[config.mk]
export PLATFORM = sky130hd
export DESIGN_NAME = gb_pool_rd_responder
export DESIGN_NICKNAME = d
export VERILOG_FILES = /design/src/rtl/gb_pool_rd_responder.sv
export SDC_FILE = /design/constraint.sdc
export NUM_CORES = 2
export LEC_CHECK = 0
export ABC_AREA = 0
export BUFFER_PORTS_ARGS = -buffer_cell sky130_fd_sc_hd__buf_2
export CAP_MARGIN = 0
export CELL_PAD_IN_SITES_DETAIL_PLACEMENT = 1
export CELL_PAD_IN_SITES_GLOBAL_PLACEMENT = 1
export CORE_MARGIN = 8
export CORE_UTILIZATION = 46
export DETAILED_ROUTE_END_ITERATION = 12
export PLACE_DENSITY = 0.85
export RECOVER_POWER = 100
export SLEW_MARGIN = 10
export SYNTH_ARGS = -nofsm -noshare
export SYNTH_HDL_FRONTEND = slang
export SYNTH_SLANG_ARGS = --single-unit
[constraint.sdc]
create_clock -name Clk -period 3.15 [get_ports Clk]
set_input_delay 0.4725 -clock Clk [delete_from_list [all_inputs] [get_ports Clk]]
set_output_delay 0.4725 -clock Clk [all_outputs]
set_load 0.01 [all_outputs]
[src/rtl/gb_pool_rd_responder.sv]
// ---------------------------------------------------------------------------
// gb_pool_rd_responder
//
// Global-buffer-side responder for the pooling unit's psum read channel.
// POOL issues word addresses relative to the current feature group. Each one
// is offset by the group base and turned into a 1-cycle-latency SRAM read.
// The returned 16-psum words are buffered and handed back to POOL over a
// val/rdy handshake. When every word of the group has been delivered, the
// block pulses done towards the CCU.
//
// Handshake semantics (both channels): a transfer happens in a cycle where
// valid and ready are both high at the rising clock edge. A valid request is
// held stable by its producer until it is accepted. GBPOOL_req_rdy and
// GBPOOL_val are driven only from registers, so neither depends
// combinationally on POOLGB_req_val or POOLGB_rdy.
//
// Optional feature: define POOL_RD_STAT_EN to add the two statistics
// counters stat_word_cnt and stat_stall_cnt.
//
// Ports
//   Clk, rst_n       clock, asynchronous active-low reset
//   CCUPOOL_start    one-cycle start pulse; CFG_* sampled with it (IDLE only)
//   CFG_base_addr    GB base address of the feature group
//   CFG_num_word     number of words in the group (0 -> done at once)
//   POOLGB_req_val   POOL read request valid
//   POOLGB_addr      POOL-relative word address
//   GBPOOL_req_rdy   request accepted when high together with req_val
//   GBPOOL_val       response word valid
//   GBPOOL_data      response word, lane j at [PSUM_WIDTH*j +: PSUM_WIDTH]
//   POOLGB_rdy       POOL accepts the response word
//   sram_rd_en       SRAM read enable (high exactly on accepted requests)
//   sram_addr        SRAM word address (0 when no read)
//   sram_rd_data     SRAM data, valid the cycle after sram_rd_en
//   POOLCCU_done     one-cycle pulse, group fully delivered
//   dbg_state        FSM state: 0 IDLE, 1 RUN, 2 DONE
//   stat_word_cnt    (POOL_RD_STAT_EN) responses delivered since reset
//   stat_stall_cnt   (POOL_RD_STAT_EN) cycles with val=1 and rdy=0
// ---------------------------------------------------------------------------
module gb_pool_rd_responder #(
   parameter int PSUM_WIDTH = 20,
   parameter int NUM_PSUM   = 16,
   parameter int ADDR_WIDTH = 10,
   parameter int CNT_WIDTH  = 12,
   parameter int FIFO_DEPTH = 3
) (
   input  logic                           Clk,
   input  logic                           rst_n,
   input  logic                           CCUPOOL_start,
   input  logic [ADDR_WIDTH-1:0]          CFG_base_addr,
   input  logic [CNT_WIDTH-1:0]           CFG_num_word,
   input  logic                           POOLGB_req_val,
   input  logic [ADDR_WIDTH-1:0]          POOLGB_addr,
   output logic                           GBPOOL_req_rdy,
   output logic                           GBPOOL_val,
   output logic [NUM_PSUM*PSUM_WIDTH-1:0] GBPOOL_data,
   input  logic                           POOLGB_rdy,
   output logic                           sram_rd_en,
   output logic [ADDR_WIDTH-1:0]          sram_addr,
   input  logic [NUM_PSUM*PSUM_WIDTH-1:0] sram_rd_data,
   output logic                           POOLCCU_done,
   output logic [1:0]                     dbg_state
`ifdef POOL_RD_STAT_EN
   ,
   output logic [31:0]                    stat_word_cnt,
   output logic [31:0]                    stat_stall_cnt
`endif
);

   localparam int DATA_W = NUM_PSUM * PSUM_WIDTH;
   localparam int PTR_W  = (FIFO_DEPTH > 1) ? $clog2(FIFO_DEPTH) : 1;
   // Occupancy counts FIFO entries plus the in-flight read, so it must hold
   // FIFO_DEPTH + 1.
   localparam int OCC_W  = $clog2(FIFO_DEPTH + 2);

   localparam logic [PTR_W-1:0] PTR_LAST = PTR_W'(FIFO_DEPTH - 1);
   localparam logic [OCC_W-1:0] OCC_MAX  = OCC_W'(FIFO_DEPTH);

   typedef enum logic [1:0] {
      ST_IDLE = 2'd0,
      ST_RUN  = 2'd1,
      ST_DONE = 2'd2
   } state_e;

   // ------------------------------------------------------------------------
   // State
   // ------------------------------------------------------------------------
   state_e                state_q, state_d;
   logic [ADDR_WIDTH-1:0] base_q, base_d;
   logic [CNT_WIDTH-1:0]  num_word_q, num_word_d;
   logic [CNT_WIDTH-1:0]  req_cnt_q, req_cnt_d;
   logic [CNT_WIDTH-1:0]  rsp_cnt_q, rsp_cnt_d;
   logic                  inflight_q, inflight_d;

   logic [DATA_W-1:0]     mem_q [FIFO_DEPTH];
   logic [DATA_W-1:0]     mem_d [FIFO_DEPTH];
   logic [PTR_W-1:0]      wr_ptr_q, wr_ptr_d;
   logic [PTR_W-1:0]      rd_ptr_q, rd_ptr_d;
   logic [OCC_W-1:0]      fifo_cnt_q, fifo_cnt_d;

   // ------------------------------------------------------------------------
   // Handshake decode
   // ------------------------------------------------------------------------
   logic [OCC_W-1:0]      occ;
   logic                  req_rdy;
   logic                  req_fire;
   logic                  rsp_val;
   logic                  pop;
   logic                  push;
   logic [ADDR_WIDTH-1:0] rd_addr;

   always_comb begin
      occ      = fifo_cnt_q + OCC_W'(inflight_q);
      // A new read is taken only while a slot is free for it, counting the
      // read already on its way back from the SRAM. This guarantees the push
      // in the following cycle always finds space.
      req_rdy  = (state_q == ST_RUN) && (req_cnt_q < num_word_q) &&
                 (occ < OCC_MAX);
      req_fire = POOLGB_req_val && req_rdy;
      // Base offset wraps modulo 2^ADDR_WIDTH by truncation.
      rd_addr  = base_q + POOLGB_addr;
      rsp_val  = (fifo_cnt_q != '0);
      pop      = rsp_val && POOLGB_rdy;
      // SRAM data returns exactly one cycle after the read enable.
      push     = inflight_q;
   end

   // ------------------------------------------------------------------------
   // FSM and group counters
   // ------------------------------------------------------------------------
   always_comb begin
      state_d    = state_q;
      base_d     = base_q;
      num_word_d = num_word_q;
      req_cnt_d  = req_cnt_q;
      rsp_cnt_d  = rsp_cnt_q;

      case (state_q)
         ST_IDLE: begin
            if (CCUPOOL_start) begin
               base_d     = CFG_base_addr;
               num_word_d = CFG_num_word;
               req_cnt_d  = '0;
               rsp_cnt_d  = '0;
               state_d    = (CFG_num_word == '0) ? ST_DONE : ST_RUN;
            end
         end
         ST_RUN: begin
            if (req_fire) begin
               req_cnt_d = req_cnt_q + CNT_WIDTH'(1);
            end
            if (pop) begin
               rsp_cnt_d = rsp_cnt_q + CNT_WIDTH'(1);
            end
            // Includes a handshake completing in this very cycle.
            if (rsp_cnt_d == num_word_q) begin
               state_d = ST_DONE;
            end
         end
         ST_DONE: begin
            state_d = ST_IDLE;
         end
         default: begin
            state_d = ST_IDLE;
         end
      endcase
   end

   // ------------------------------------------------------------------------
   // Response FIFO (circular buffer, head read straight from registers)
   // ------------------------------------------------------------------------
   always_comb begin
      inflight_d = req_fire;
      mem_d      = mem_q;
      wr_ptr_d   = wr_ptr_q;
      rd_ptr_d   = rd_ptr_q;
      fifo_cnt_d = fifo_cnt_q;

      if (push) begin
         mem_d[wr_ptr_q] = sram_rd_data;
         wr_ptr_d        = (wr_ptr_q == PTR_LAST) ? '0 : wr_ptr_q + PTR_W'(1);
      end
      if (pop) begin
         rd_ptr_d = (rd_ptr_q == PTR_LAST) ? '0 : rd_ptr_q + PTR_W'(1);
      end

      // Simultaneous push and pop leave the occupancy unchanged.
      case ({push, pop})
         2'b10:   fifo_cnt_d = fifo_cnt_q + OCC_W'(1);
         2'b01:   fifo_cnt_d = fifo_cnt_q - OCC_W'(1);
         default: fifo_cnt_d = fifo_cnt_q;
      endcase
   end

   always_ff @(posedge Clk or negedge rst_n) begin
      if (!rst_n) begin
         state_q    <= ST_IDLE;
         base_q     <= '0;
         num_word_q <= '0;
         req_cnt_q  <= '0;
         rsp_cnt_q  <= '0;
         inflight_q <= 1'b0;
         wr_ptr_q   <= '0;
         rd_ptr_q   <= '0;
         fifo_cnt_q <= '0;
         for (int i = 0; i < FIFO_DEPTH; i++) begin
            mem_q[i] <= '0;
         end
      end else begin
         state_q    <= state_d;
         base_q     <= base_d;
         num_word_q <= num_word_d;
         req_cnt_q  <= req_cnt_d;
         rsp_cnt_q  <= rsp_cnt_d;
         inflight_q <= inflight_d;
         wr_ptr_q   <= wr_ptr_d;
         rd_ptr_q   <= rd_ptr_d;
         fifo_cnt_q <= fifo_cnt_d;
         for (int i = 0; i < FIFO_DEPTH; i++) begin
            mem_q[i] <= mem_d[i];
         end
      end
   end

   // ------------------------------------------------------------------------
   // Outputs
   // ------------------------------------------------------------------------
   assign GBPOOL_req_rdy = req_rdy;
   assign sram_rd_en     = req_fire;
   assign sram_addr      = req_fire ? rd_addr : '0;
   assign GBPOOL_val     = rsp_val;
   assign GBPOOL_data    = rsp_val ? mem_q[rd_ptr_q] : '0;
   assign POOLCCU_done   = (state_q == ST_DONE);
   assign dbg_state      = state_q;

`ifdef POOL_RD_STAT_EN
   // ------------------------------------------------------------------------
   // Statistics: saturating counters, never cleared except by reset
   // ------------------------------------------------------------------------
   logic [31:0] stat_word_cnt_q, stat_word_cnt_d;
   logic [31:0] stat_stall_cnt_q, stat_stall_cnt_d;

   always_comb begin
      stat_word_cnt_d  = stat_word_cnt_q;
      stat_stall_cnt_d = stat_stall_cnt_q;
      if (pop && (stat_word_cnt_q != '1)) begin
         stat_word_cnt_d = stat_word_cnt_q + 32'd1;
      end
      if (rsp_val && !POOLGB_rdy && (stat_stall_cnt_q != '1)) begin
         stat_stall_cnt_d = stat_stall_cnt_q + 32'd1;
      end
   end

   always_ff @(posedge Clk or negedge rst_n) begin
      if (!rst_n) begin
         stat_word_cnt_q  <= '0;
         stat_stall_cnt_q <= '0;
      end else begin
         stat_word_cnt_q  <= stat_word_cnt_d;
         stat_stall_cnt_q <= stat_stall_cnt_d;
      end
   end

   assign stat_word_cnt  = stat_word_cnt_q;
   assign stat_stall_cnt = stat_stall_cnt_q;
`endif

endmodule

# --- After elaboration in Yosys (flattened, before gate mapping) ---
# Cells that the tools add are included.
totals:
  in_bits: 357
  memories: 0
  rom_bits: 0
  reg_bits: 1016
  ram_bits: 0
  latch_bits: 0
  word_cells: 72
classes:
  n_eq_ne: 10
  reduce_logical: 14
  n_mux: 21
  div_mod_pow: 0
  order_cmp: 5
  n_mul: 0
  n_shift: 0
  addsub: 8
  bitwise_logic: 2
op_table:
  columns: ["op", "count"]
  rows:
  - ["$mux 320", 4]
  - ["$bwmux 960", 1]
  - ["$bmux 320 s2", 1]
  - ["$demux 320 s2", 1]
  - ["$mux 12", 4]
  - ["$pmux 12 s2", 2]
  - ["$add 12x1->12 const B", 2]
  - ["$eq 12x12->1", 1]
  - ["$logic_not 12->1", 1]
  - ["$lt 12x12->1", 1]
  - ["$add 10x10->10", 1]
  - ["$mux 10", 1]
  - ["$mux 2", 5]
  - ["$eq 2x2->1 const B", 4]
  - ["$ge 3x3->1 const B", 2]
  - ["$not 2->3", 2]
  - ["$pmux 3 s2", 1]
  - ["$reduce_and 2->1", 3]
  - ["$logic_and 1x1->1", 5]
  - ["$add 2x1->2 const B", 2]
  - ["$eq 2x1->1 const B", 2]
  - ["$ne 2x2->1 const B", 2]
  - ["$pmux 2 s2", 1]
  - ["$reduce_bool 2->1", 2]
  - ["9 further kinds", 9]

# --- Longest topological paths before layout ---
depth:
  word_depth: 7
  mapped_depth: 9

# --- Least setup slack after synthesis ---
# Ideal clock, no wire load.
synth_timing:
  path_kind: "register to output"
  start: "register fifo_cnt_q[0]"
  end: "output sram_addr[2]"
  t_arrival_ns: 2.201
  stages_incl_launch_ff: 10
  path_buffers: 1
  setup_slack_ns: 0.477
  t_required_ns: 2.677
  cell_sequence: "dfrtp_1 ha_1 ha_1 xor2_1 a2111oi_2 o21ai_1 nor2_1 o21ai_1 buf_2 nor3_1"
synth_between:
  elab_chain_cells: 5
synth_lines:
  columns: ["element", "line", "source"]
  rows:
  - ["start, declared", "98", "logic [OCC_W-1:0] fifo_cnt_q, fifo_cnt_d;"]
  - ["start signal, assigned", "217", "fifo_cnt_q <= fifo_cnt_d;"]
  - ["$add 3x1->3", "112", "occ = fifo_cnt_q + OCC_W'(inflight_q);"]
  - ["$lt 3x2->1", "117", "(occ < OCC_MAX);"]
  - ["$logic_and 1x1->1", "116", "req_rdy = (state_q == ST_RUN) && (req_cnt_q < num_word_q) &&"]
  - ["$logic_and 1x1->1", "118", "req_fire = POOLGB_req_val && req_rdy;"]
  - ["$mux 10", "229", "assign sram_addr = req_fire ? rd_addr : '0;"]
  - ["end, declared", "58", "output logic [ADDR_WIDTH-1:0] sram_addr,"]
# Every way passes these cells.

# --- Worst setup path in the final report ---
layout_timing:
  start: "register base_q[0]"
  end: "output sram_addr[8]"
layout_between:
  elab_chain_cells: 2
layout_lines:
  columns: ["element", "line", "source"]
  rows:
  - ["start, declared", "88", "logic [ADDR_WIDTH-1:0] base_q, base_d;"]
  - ["start signal, assigned", "210", "base_q <= base_d;"]
  - ["$add 10x10->10", "120", "rd_addr = base_q + POOLGB_addr;"]
  - ["$mux 10", "229", null]
# Every way passes these cells.

==> flow_summary.yaml <==
cells_and_area:
  final_layout_size_suffix_gt1_frac: 0.343
  fill_cells: 10328
  area.growth.synth_to_final_pct: 24.4
  layout.nets: 5122
  stdcell_count: 6219
power:
  swShare: 0.418
  p_comb_frac: 0.473
  p_sw_mw: 29.5
  p_leak_nw: 26.9
  seqPwrFrac: 0.343
  power_mw: 70.7
  pwr_density_cell_nw_per_um2: 1210
  cell_internal_pwr_mw: 41.1
  power.share.clock: 0.184
  vdd.ir_drop.worst_uv: 795
die:
  start_util: 0.462
  die_h_um: 335
  dieArea_um2: 112000
  ios: 693
  fp-row-count: 117
  design.core.area_um2: 101000
  die_w_um: 335
job:
  cap_violations: 2
clock_tree:
  cts_max_level: 3
  numCtsBuffers: 106
  worstSkewPairLatency_ns: 0.70
  clock_path_buffers: 3
  cts_root_buf: "clkbuf_16"
  cts_tree: "done"
  cts.sinks: 1016
  clk_pin_slew_ns: 0.07
yosys:
  ys_ff_latch: 1016
  yosys_warnings: 0
  syn-cell-area_um2: 46900
  syn_avg_cell_area_um2: 12.1
  yosysTopAreaCell: "dfrtp_1"
  syn_nets: 4261
  ys_async_sr_fraction: 1.00
  synth-edff-count: 0
  synth_common_cells: "1016 x dfrtp_1, 670 x nor2_1, 552 x mux2_2"
  synth.distinct_cells: 61
  synth_cells: 3877
  synth_top_area_frac: 0.543
  synthFlopType: "dfrtp_1"
  synth.most_common_cell: "dfrtp_1"
  yosys-top-cells-area: "dfrtp_1 54%, mux2_2 13%, mux2_1 9.8%"
  ys_seq_area_frac: 0.543
worst_setup_path:
  cp-start-kind: "register"
  end_kind: "output port"
  crit_type: "reg2out"
  required_ns: 2.68
  critPathMaxFanout: 2
  arrival_ns: 2.88
global_route:
  grt_overflow_total: 0
  grt-busiest-layer: "met2"
  grt_pass1_vias: 42027
  track_usage: 0.296
  use_met1: 0.333
  grt_max_degree: 115
  antenna_found_initial: 30
  grtUsageMet2: 0.524
  grt_pass1_wl_um: 261000
  gr-usage-met3: 0.0566
timing:
  finClkSkew_ns: 0.0319
  final_hold_viol_count: 0
  slew_headroom: -0.729
  tightest_slew_ns: 2.59
  slew_viol_final: 111
  period_minus_slack_ns: 3.35
  max_freq_mhz: 298
  setup_ws_ns: -0.202
  rsz0062_at_grt: "yes"
  fin_crit_sh: 1.06
  finalSetupViolations: 13
routing:
  dr_total_vias: 36887
  first_iter_violations: 2955
  ant_nets: 0
  drc: 0
  via_per_inst: 5.93
  routed_wl_um: 178000
  wl_per_cell_um: 28.7
  first_pass_iters: 5
place:
  port_buffers: 692
  gp_congestion: 0.882
  dp.cells: 5814
  dpl.hpwl_um: 98900
  place_ws_ns: 0.171
worst_hold_path:
  hp-class: "in2reg"
status:
  violations: "max-capacitance violations, max-slew violations, negative setup slack"
  status: "complete, but fails checks"
-- worst paths after layout --
check / end / cells after the start / startpoint / slack [ns]
setup reg to reg: num_word_q[11] / 6 / dbg_state[0] / -0.08
hold reg to reg: mem_q[809] / 1 / mem_q[809] / 0.49
setup / recovery: sram_addr[8] / 10 / base_q[0] / -0.20
max in group asynchronous: mem_q[431] / 3 / rst_n / 0.18
hold / removal: mem_q[195] / 2 / sram_rd_data[195] / 0.04
min in group asynchronous: mem_q[527] / 2 / rst_n / 1.07
-- logic make-up after synthesis --
kind of cell / after synthesis / share of synthesized area
DFF: 1016 / 0.543
xor gates and xnor gates: 25 / 0.00467
AOI/OAI and AO/OA: 417 / 0.0488
adders and majority gates: 27 / 0.00753
muxes: 1292 / 0.302
and+or+nand+nor: 810 / 0.0692
buffers and inverters: 290 / 0.0257
-- power groups by stage --
| stage | registers (mW) | clock network (mW) | logic (mW) |
|---|---|---|---|
| global route | 24.8 | 13.7 | 35.3 |
| floorplan | 22.2 | 0 | 19.0 |
| finish | 24.2 | 13.0 | 33.4 |
| detailed placement | 23.6 | 0 | 29.6 |
| CTS | 23.7 | 13.0 | 31.3 |
| global placement | 22.8 | 0 | 28.4 |
-- routing by layer --
metal / up-vias / share of wire
met5: - / 0.00026
met4: 8 / 0.065
met3: 674 / 0.063
met2: 1806 / 0.52
met1: 19169 / 0.36
li1: 15230 / -
-- per-stage QoR --
step           hold WS (ns)  utilization  area (µm²)  setup TNS [ns]
2_1_floorplan         0.177            -       46900               0
3_3_place_gp          0.462        0.518       52500               0
3_5_place_dp          0.472        0.518       52500               0
4_1_cts           0.0000611        0.570       57900          -0.522
5_1_grt              0.0199        0.574       58300          -12.44
6_report             0.0435        0.575       58300           -1.54
-- final cells by class --
type | instances | area (µm²) | area share
multi-input combinational | 2571 | 20500 | 0.352
clock buffer | 167 | 3290 | 0.0565
clock inverter | 21 | 234 | 0.00401
tap | 1368 | 1710 | 0.0294
timing repair buffer | 1016 | 6930 | 0.119
sequential | 1016 | 25400 | 0.436
inverter | 27 | 101 | 0.00174
antenna | 33 | 82.6 | 0.00142
-- flip-flops by register name, summed over array words and instances (netlist names) --
name        flops
rd_ptr_q        2
mem_q         960
req_cnt_q      12
num_word_q     12
dbg_state       2
base_q         10
inflight_q      1
rsp_cnt_q      12
wr_ptr_q        2
fifo_cnt_q      3
-- cells in the final DEF, fill, tap and decap left out, types with 30 or more instances in the layout --
master and count:
a21oi_1 312, buf_12 31, buf_2 690, buf_4 82
clkbuf_1 32, clkbuf_16 113, clkbuf_8 39, dfrtp_1 1013
diode_2 33, dlygate4sd3_1 138, mux2_1 413, mux2_2 548
mux2i_1 330, nand2_1 68, nor2_1 654, o21ai_0 30
-- repair_timing --
action | CTS | global route
buffers inserted | 10 | 27
cloned | 3 | 6
gates resized for setup | 64 | 41
pin swaps | 17 | 10
hold endpoints to repair | 245 | 0
endpoints found under the setup margin | 179 | 87
hold buffers | 138 | 0
-- worst max-delay path: stages (launching register included) --
cell      delay (ns)
dfrtp_1         0.41
ha_4            0.17
inv_2           0.05
fa_2            0.42
nor2b_4         0.16
o21ai_2         0.06
nand2b_1        0.15
a311oi_2        0.16
o31a_1          0.28
nor3_2          0.17
buf_2           0.18
Power figures use the tool's default switching activity.
